<file path="config.mk">
export PLATFORM = sky130hd
export DESIGN_NAME = fpro_avalon_bridge
export DESIGN_NICKNAME = d
export VERILOG_FILES = /design/src/rtl/fpro_avalon_bridge.sv
export SDC_FILE = /design/constraint.sdc
export NUM_CORES = 1
export LEC_CHECK = 0
export BUFFER_PORTS_ARGS = -buffer_cell sky130_fd_sc_hd__buf_2
export CAP_MARGIN = 20
export CELL_PAD_IN_SITES_DETAIL_PLACEMENT = 0
export CELL_PAD_IN_SITES_GLOBAL_PLACEMENT = 1
export CORE_ASPECT_RATIO = 0.75
export CORE_MARGIN = 5
export CORE_UTILIZATION = 35
export DETAILED_ROUTE_END_ITERATION = 10
export GPL_TIMING_DRIVEN = 0
export PLACE_DENSITY_LB_ADDON = 0.12
export SYNTH_ARGS = -nofsm -noshare
export SYNTH_HDL_FRONTEND = slang
export SYNTH_SLANG_ARGS = --single-unit
</file>
<file path="constraint.sdc">
create_clock -name clk -period 4.5 [get_ports clk]
set_clock_uncertainty 0.2 [all_clocks]
set_input_delay 0.225 -clock clk [delete_from_list [all_inputs] [get_ports clk]]
set_output_delay 0.225 -clock clk [all_outputs]
set_load 0.05 [all_outputs]
</file>
<file path="src/rtl/fpro_avalon_bridge.sv">
// rtl/fpro_avalon_bridge.sv - Avalon-MM slave to FPro bus bridge with region decode and fixed read latency
module fpro_avalon_bridge #(
  parameter int                ADDR_W        = 21,
  parameter int                DATA_W        = 32,
  parameter int                READ_LAT      = 1,
  parameter int                MMIO_AW       = 11,
  parameter logic [DATA_W-1:0] UNMAPPED_DATA = 32'hDEAD_BEEF
) (
  input  logic              clk,
  input  logic              reset,
  input  logic [ADDR_W-1:0] avs_address,
  input  logic              avs_read,
  input  logic              avs_write,
  input  logic [DATA_W-1:0] avs_writedata,
  output logic [DATA_W-1:0] avs_readdata,
  output logic              avs_waitrequest,
  output logic [ADDR_W-1:0] fp_address,
  output logic [DATA_W-1:0] fp_writedata,
  input  logic [DATA_W-1:0] fp_readdata,
  output logic              fp_write,
  output logic              fp_read,
  output logic              fp_mmio_cs,
  output logic              fp_video_cs,
  output logic [15:0]       unmapped_cnt
);

  typedef enum logic [1:0] {IDLE, STROBE, WAIT, DONE} state_t;

  // WAIT runs READ_LAT cycles; the counter hits zero on the last one.
  localparam logic [1:0] WAIT_LOAD = (READ_LAT > 0) ? 2'(READ_LAT - 1) : 2'd0;

  state_t     state;
  state_t     state_next;
  logic       op_write;
  logic       op_mmio;
  logic       op_video;
  logic [1:0] wait_cnt;
  logic       req;
  logic       hit_mmio;
  logic       hit_video;

  // Decode the incoming request and its target region.
  always_comb begin
    req       = avs_read | avs_write;
    hit_video = avs_address[ADDR_W-1];
    hit_mmio  = !avs_address[ADDR_W-1] && (avs_address[ADDR_W-2:MMIO_AW] == '0);
  end

  // State register; reset abandons any transfer in flight.
  always_ff @(posedge clk or posedge reset) begin
    if (reset) state <= IDLE;
    else       state <= state_next;
  end

  // Next-state logic and state-derived strobes, selects and waitrequest.
  always_comb begin
    state_next      = state;
    avs_waitrequest = 1'b1;
    fp_write        = 1'b0;
    fp_read         = 1'b0;
    fp_mmio_cs      = 1'b0;
    fp_video_cs     = 1'b0;
    case (state)
      IDLE: begin
        if (req) state_next = (hit_mmio || hit_video) ? STROBE : DONE;
      end
      STROBE: begin
        fp_write    = op_write;
        fp_read     = !op_write;
        fp_mmio_cs  = op_mmio;
        fp_video_cs = op_video;
        state_next  = (op_write || READ_LAT == 0) ? DONE : WAIT;
      end
      WAIT: begin
        if (wait_cnt == 2'd0) state_next = DONE;
      end
      DONE: begin
        avs_waitrequest = 1'b0;
        state_next      = IDLE;
      end
      default: state_next = IDLE;
    endcase
  end

  // Capture the request, count unmapped hits and sample read data at the latency point.
  always_ff @(posedge clk or posedge reset) begin
    if (reset) begin
      fp_address   <= '0;
      fp_writedata <= '0;
      avs_readdata <= '0;
      op_write     <= 1'b0;
      op_mmio      <= 1'b0;
      op_video     <= 1'b0;
      wait_cnt     <= 2'd0;
      unmapped_cnt <= 16'd0;
    end else begin
      case (state)
        IDLE: begin
          if (req) begin
            fp_address   <= avs_address;
            fp_writedata <= avs_writedata;
            op_write     <= avs_write;
            op_mmio      <= hit_mmio;
            op_video     <= hit_video;
            if (!hit_mmio && !hit_video) begin
              if (unmapped_cnt != 16'hFFFF) unmapped_cnt <= unmapped_cnt + 16'd1;
              if (!avs_write) avs_readdata <= UNMAPPED_DATA;
            end
          end
        end
        STROBE: begin
          wait_cnt <= WAIT_LOAD;
          if (!op_write && READ_LAT == 0) avs_readdata <= fp_readdata;
        end
        WAIT: begin
          if (wait_cnt == 2'd0) avs_readdata <= fp_readdata;
          else                  wait_cnt     <= wait_cnt - 2'd1;
        end
        default: ;
      endcase
    end
  end

endmodule

</file>
==> results of run 1 <==
==> flip-flops by register name, indices dropped and copies added (netlist names) <==
register and cells:
op_mmio 1, wait_cnt 2, avs_readdata 32, op_write 1, unmapped_cnt 16, fp_writedata 32
fp_address 21, state 2
==> logic make-up (layout without fill, tap and decap cells) <==
logic type | Yosys count | after routing | synth area share (%)
AOI/OAI and AO/OA | 55 | 55 | 10.0
xor gates and xnor gates | 12 | 12 | 2.42
adders and majority gates | 7 | 7 | 2.02
buffers and inverters | 28 | 326 | 2.71
DFF | 107 | 107 | 61.6
muxes | 4 | 4 | 1.09
and+or+nand+nor | 207 | 207 | 20.1
==> layout by cell type, fill, tap and decap left out, drive strengths merged, types with 2 or more instances in the layout <==
master,n
a21oi,5
a22o,9
a31oi,3
and2,4
and3,4
and4,4
buf,202
clkbuf,22
clkinv,4
dfrtp,107
dlygate4sd3,87
ha,7
inv,10
mux2,3
nand2,168
nand2b,2
nand3,9
nand4,4
nor2,5
nor3,2
nor3b,2
o21a,2
o21ai,5
o22a,24
o22ai,2
o31ai,2
xnor2,11
==> worst reg2reg max path, stage by stage, from the launching register on <==
cell	delay, ps
dfrtp_1	430
inv_1	130
ha_1	280
o21a_1	150
clkbuf_1	490
and4_4	350
nand4_1	140
mux2_4	320
==> worst max path at each step <==
stage / end / slack [ps] / cells past startpoint
3_5_place_dp: unmapped_cnt[14] / 1880 / 7
2_1_floorplan: avs_readdata[0] / 1260 / 1
5_1_grt: unmapped_cnt[14] / 1720 / 7
3_3_place_gp: unmapped_cnt[6] / -190 / 2
4_1_cts: unmapped_cnt[14] / 1850 / 7
6_report: unmapped_cnt[14] / 1890 / 7
==> through the flow <==
| stage | power [W] | instance area [µm²] | setup WS, ps |
|---|---|---|---|
| 2_1_floorplan | 0.00381 | 4350 | 1260 |
| 3_3_place_gp | 0.00450 | 5520 | -187 |
| 3_5_place_dp | 0.00455 | 5550 | 1880 |
| 4_1_cts | 0.00538 | 6710 | 1850 |
| 5_1_grt | 0.00565 | 6710 | 1720 |
| 6_report | 0.00533 | 6710 | 1890 |
==> area by class of cell <==
cell class,instances,area (µm²)
Buffer,20,87.6
Clock buffer,9,225
Clock inverter,7,63.8
Fill cell,1091,5500
Inverter,8,32.5
Multi-Input combinational cell,285,1550
Sequential cell,107,2680
Tap cell,166,208
Timing Repair Buffer,282,1870
==> routing by layer <==
layer  share of wire, %  track usage, %  vias to the layer above
met2                 47            29.1                      131
met5                  0               0                        -
met3                7.6            6.12                       16
met4                1.3            4.19                        0
met1                 44            22.3                     1873
li1                   -               -                     1977
==> power by group <==
part / leakage [nW] / switching, W / internal, W / total, W
Combinational: 2.03 / 0.00222 / 0.000754 / 0.00297
Clock: 0.139 / 0.000374 / 0.000386 / 0.000759
Sequential: 1.31 / 0.000229 / 0.00137 / 0.00160
==> impl_metrics.json, run 1 <==
{
  "outcome": "finished clean",
  "grt.overflow.total": 0,
  "cts_setup_buffers": 0,
  "worst_slew_margin_rel_pct": 55.6,
  "worstPathCellList": "inv_1 -> ha_1 -> o21a_1 -> clkbuf_1 -> and4_4 -> nand4_1 -> mux2_4",
  "startpoint": "state[1]",
  "setup_viol": 0,
  "cp.arrival_ps": 2640,
  "finalNonFillerCells": 884,
  "dr.pass1.iters": 5,
  "period_share_pct": 58.0,
  "diodes": 0,
  "syn_avg_cell_area_um2": 10.3,
  "htreeDepth": 3,
  "vias": 3997,
  "syn_inst": 420,
  "crit_required_ps": 4520,
  "placedCellCount": 781,
  "syn_nets": 516,
  "hold_depth": 3,
  "fin_hold_ws_ps": 28.0,
  "drive_above_1_share_pct": 31.6,
  "cts_buffer_depth": 2,
  "synth_top_area_share_pct": 61.6,
  "max_stage_delay_ps": 490,
  "synth_edf_count": 0,
  "yosys.area.top_type": "dfrtp_1",
  "clock.fmax_mhz": 383,
  "min_period_ps": 2610,
  "hold_class": "primary input to flip-flop",
  "worst_slew_pin_slew_ps": 666,
  "gp_congestion": 0.749,
  "yosysMostFrequentCell": "nand2_1",
  "end_kind": "flip-flop",
  "drc": 0,
  "tritoncts": "done",
  "rows": 35,
  "die_x_um": 139,
  "synth_area_leaders": "dfrtp_1 62%, nand2_1 15%, o22a_1 4.8%, xnor2_1 2.2%, ha_1 2.0%",
  "fin_util_pct": 55.0,
  "via_per_inst": 4.52,
  "grt_max_degree": 58,
  "slew_violations": 0,
  "synthTopCellsByCount": "168 x nand2_1, 107 x dfrtp_1, 24 x o22a_1",
  "synth_seq_cells": 107,
  "grt_pass1_vias": 4241,
  "synthArstFlopShare_pct": 100,
  "crit_path_start_kind": "flip-flop",
  "wl_per_cell_um": 14.4,
  "clock_sinks": 107,
  "critPathSlowestCell": "clkbuf_1",
  "detailed_place_hpwl_um": 8910,
  "final_antenna_net_count": 0,
  "dieArea_mm2": 0.0148,
  "cts_root_buf": "clkbuf_16",
  "crit_type": "flip-flop to flip-flop",
  "yosysSeqAreaShare_pct": 61.6,
  "ctsHoldBuffers": 87,
  "clk_pin_slew_ps": 70,
  "drt_iter0_markers": 273,
  "portBuffers": 194,
  "holdCritStartpoint": "avs_read",
  "clk_latency_ps": 340,
  "post_cts_resized": 0,
  "r2r-start": "state[1]",
  "ioPinCount": 195,
  "powerDensity_mw_per_mm2": 794,
  "core_area_mm2": 0.0122,
  "r2r_slack_ps": 1890,
  "power.ir.vdd_worst_v": 0.000419,
  "grt_pass1_wl_um": 21200,
  "antenna_found_initial": 0,
  "ys.warnings.count": 0,
  "hold_viol_final": 0,
  "max_cap_violations": 0,
  "r2r_end": "unmapped_cnt[14]",
  "syn_area_mm2": 0.00435,
  "final_nets": 809,
  "chipHeight_um": 106,
  "crit_fanout": 9,
  "wl_um": 12800,
  "rsz0062_at_grt": "false",
  "p_leak_nw": 3.48,
  "whs_endpoint": "op_write",
  "setup-tns-final_ps": 0,
  "synthFlopType": "dfrtp_1",
  "initial_core_util_pct": 35.6,
  "critPathBufInv": 2,
  "cts_made_buffers": 9,
  "r2r_cells": 7,
  "crit_family": "buffers and inverters",
  "area_delta_synth_final_pct": 54.5,
  "synth_cell_types": 40,
  "grt_usage_pct": 17.6
}
(Power assumes the default switching activity.)
==> run 2, diff against run 1 <==
Clock period 4.5 ns to 2.7 ns, I/O delays scaled along.
==> impl_metrics.json, run 2 (synthesis results as in run 1) <==
{
  "wl_per_cell_um": 14.5,
  "cp.arrival_ps": 2490,
  "worst_slew_pin_slew_ps": 656,
  "tritoncts": "done",
  "final_cell_mix": "198 x buf_2, 168 x nand2_1, 107 x dfrtp_1",
  "drive_above_1_share_pct": 31.5,
  "final_antenna_net_count": 0,
  "setup_viol": 0,
  "grt.overflow.total": 0,
  "max_cap_violations": 0,
  "ioPinCount": 195,
  "slew_violations": 0,
  "core_area_mm2": 0.0122,
  "top_regs": "avs_readdata (32), fp_writedata (32), fp_address (21)",
  "placedCellCount": 783,
  "drt_iter0_markers": 283,
  "grt_pass1_vias": 4192,
  "final_nets": 812,
  "vias": 4020,
  "die_x_um": 139,
  "grt_max_degree": 32,
  "cts_root_buf": "clkbuf_16",
  "fin_hold_ws_ps": 50.6,
  "powerDensity_mw_per_mm2": 1310,
  "power.ir.vdd_worst_v": 0.000789,
  "hold_class": "primary input to flip-flop",
  "clock.fmax_mhz": 414,
  "cts_buffer_depth": 2,
  "final_area_mm2": 0.00675,
  "chipHeight_um": 106,
  "placed_area_mm2": 0.00559,
  "crit_path_start_kind": "flip-flop",
  "cts_made_buffers": 9,
  "clk_latency_ps": 340,
  "rsz0062_at_grt": "false",
  "worst_slew_margin_rel_pct": 56.2,
  "crit_type": "flip-flop to flip-flop",
  "grt_pass1_wl_um": 21300,
  "antenna_found_initial": 0,
  "clk_pin_slew_ps": 70,
  "via_per_inst": 4.53,
  "rows": 35,
  "wl_um": 12800,
  "layout_commonest_cell": "buf_2",
  "drc": 0,
  "min_period_ps": 2410,
  "period_share_pct": 89.4,
  "hold_viol_final": 0,
  "dr.pass1.iters": 4,
  "grt_usage_pct": 17.8,
  "crit_required_ps": 2780,
  "post_cts_resized": 0,
  "gp_congestion": 0.728,
  "outcome": "finished clean",
  "end_kind": "flip-flop",
  "detailed_place_hpwl_um": 9160,
  "num-fill-cells": 1114,
  "portBuffers": 194,
  "dieArea_mm2": 0.0148,
  "initial_core_util_pct": 35.6,
  "clock_sinks": 107,
  "htreeDepth": 3,
  "crit_fanout": 10,
  "p_leak_nw": 3.50,
  "area_delta_synth_final_pct": 55.3,
  "setup-tns-final_ps": 0,
  "diodes": 0,
  "finalNonFillerCells": 887
}
## run 2: metal layers
metal	GRT usage [%]	share of wire, %	vias up
met5	0	0	-
met4	3.77	0.61	0
met3	5.40	6.1	9
met2	31.0	49	106
met1	21.9	44	1923
li1	-	-	1982
## run 2: metrics by stage
step	setup slack, ps	util, %	power, W
after CTS	97.8	55.3	0.00896
final	286	55.2	0.00886
after global placement	145	45.2	0.00749
after global routing	64.7	55.2	0.00940
after floorplan	481	-	0.00634
after detailed placement	123	45.7	0.00758
## run 2: cell type report
cell class	instances	area (µm²)	share of cell area [%]
Buffer	19	83.8	1.24
Clock buffer	12	246	3.65
Clock inverter	4	26.3	0.389
Inverter	8	33.8	0.501
Multi-Input combinational cell	285	1550	23.0
Sequential cell	107	2680	39.7
Tap cell	166	208	3.08
Timing Repair Buffer	286	1920	28.5
## run 2: final timing paths
path                       cells past startpoint  slack, ps          endpoint             start
max                                            7        290           op_mmio          state[0]
min in group asynchronous                      3        230  avs_readdata[10]             reset
max in group asynchronous                      5       1330  fp_writedata[20]             reset
min                                            4         50          state[1]          avs_read
min reg2reg                                    2        270  fp_writedata[23]  fp_writedata[23]
max reg2reg                                    7        290           op_mmio          state[0]
## run 2: worst max-delay path, cell delays in order, from the launching register on
cell           delay, ps
dfrtp_1              410
inv_1                100
ha_1                 290
o21ai_0              160
clkbuf_1             450
nand2_1              100
o31ai_1               80
dlygate4sd3_1        570
## run 2: power by group
| group | internal [W] | total, W | switching [W] |
|---|---|---|---|
| Sequential | 0.00229 | 0.00268 | 0.000387 |
| Combinational | 0.00127 | 0.00497 | 0.00370 |
| Clock | 0.000651 | 0.00122 | 0.000567 |
## run 2: repair_timing
item / in CTS / in global routing
hold buffers: 89 / 0
hold endpoints to repair: 112 / 0
setup endpoints to repair: 0 / 1
buffers inserted: 0 / 0
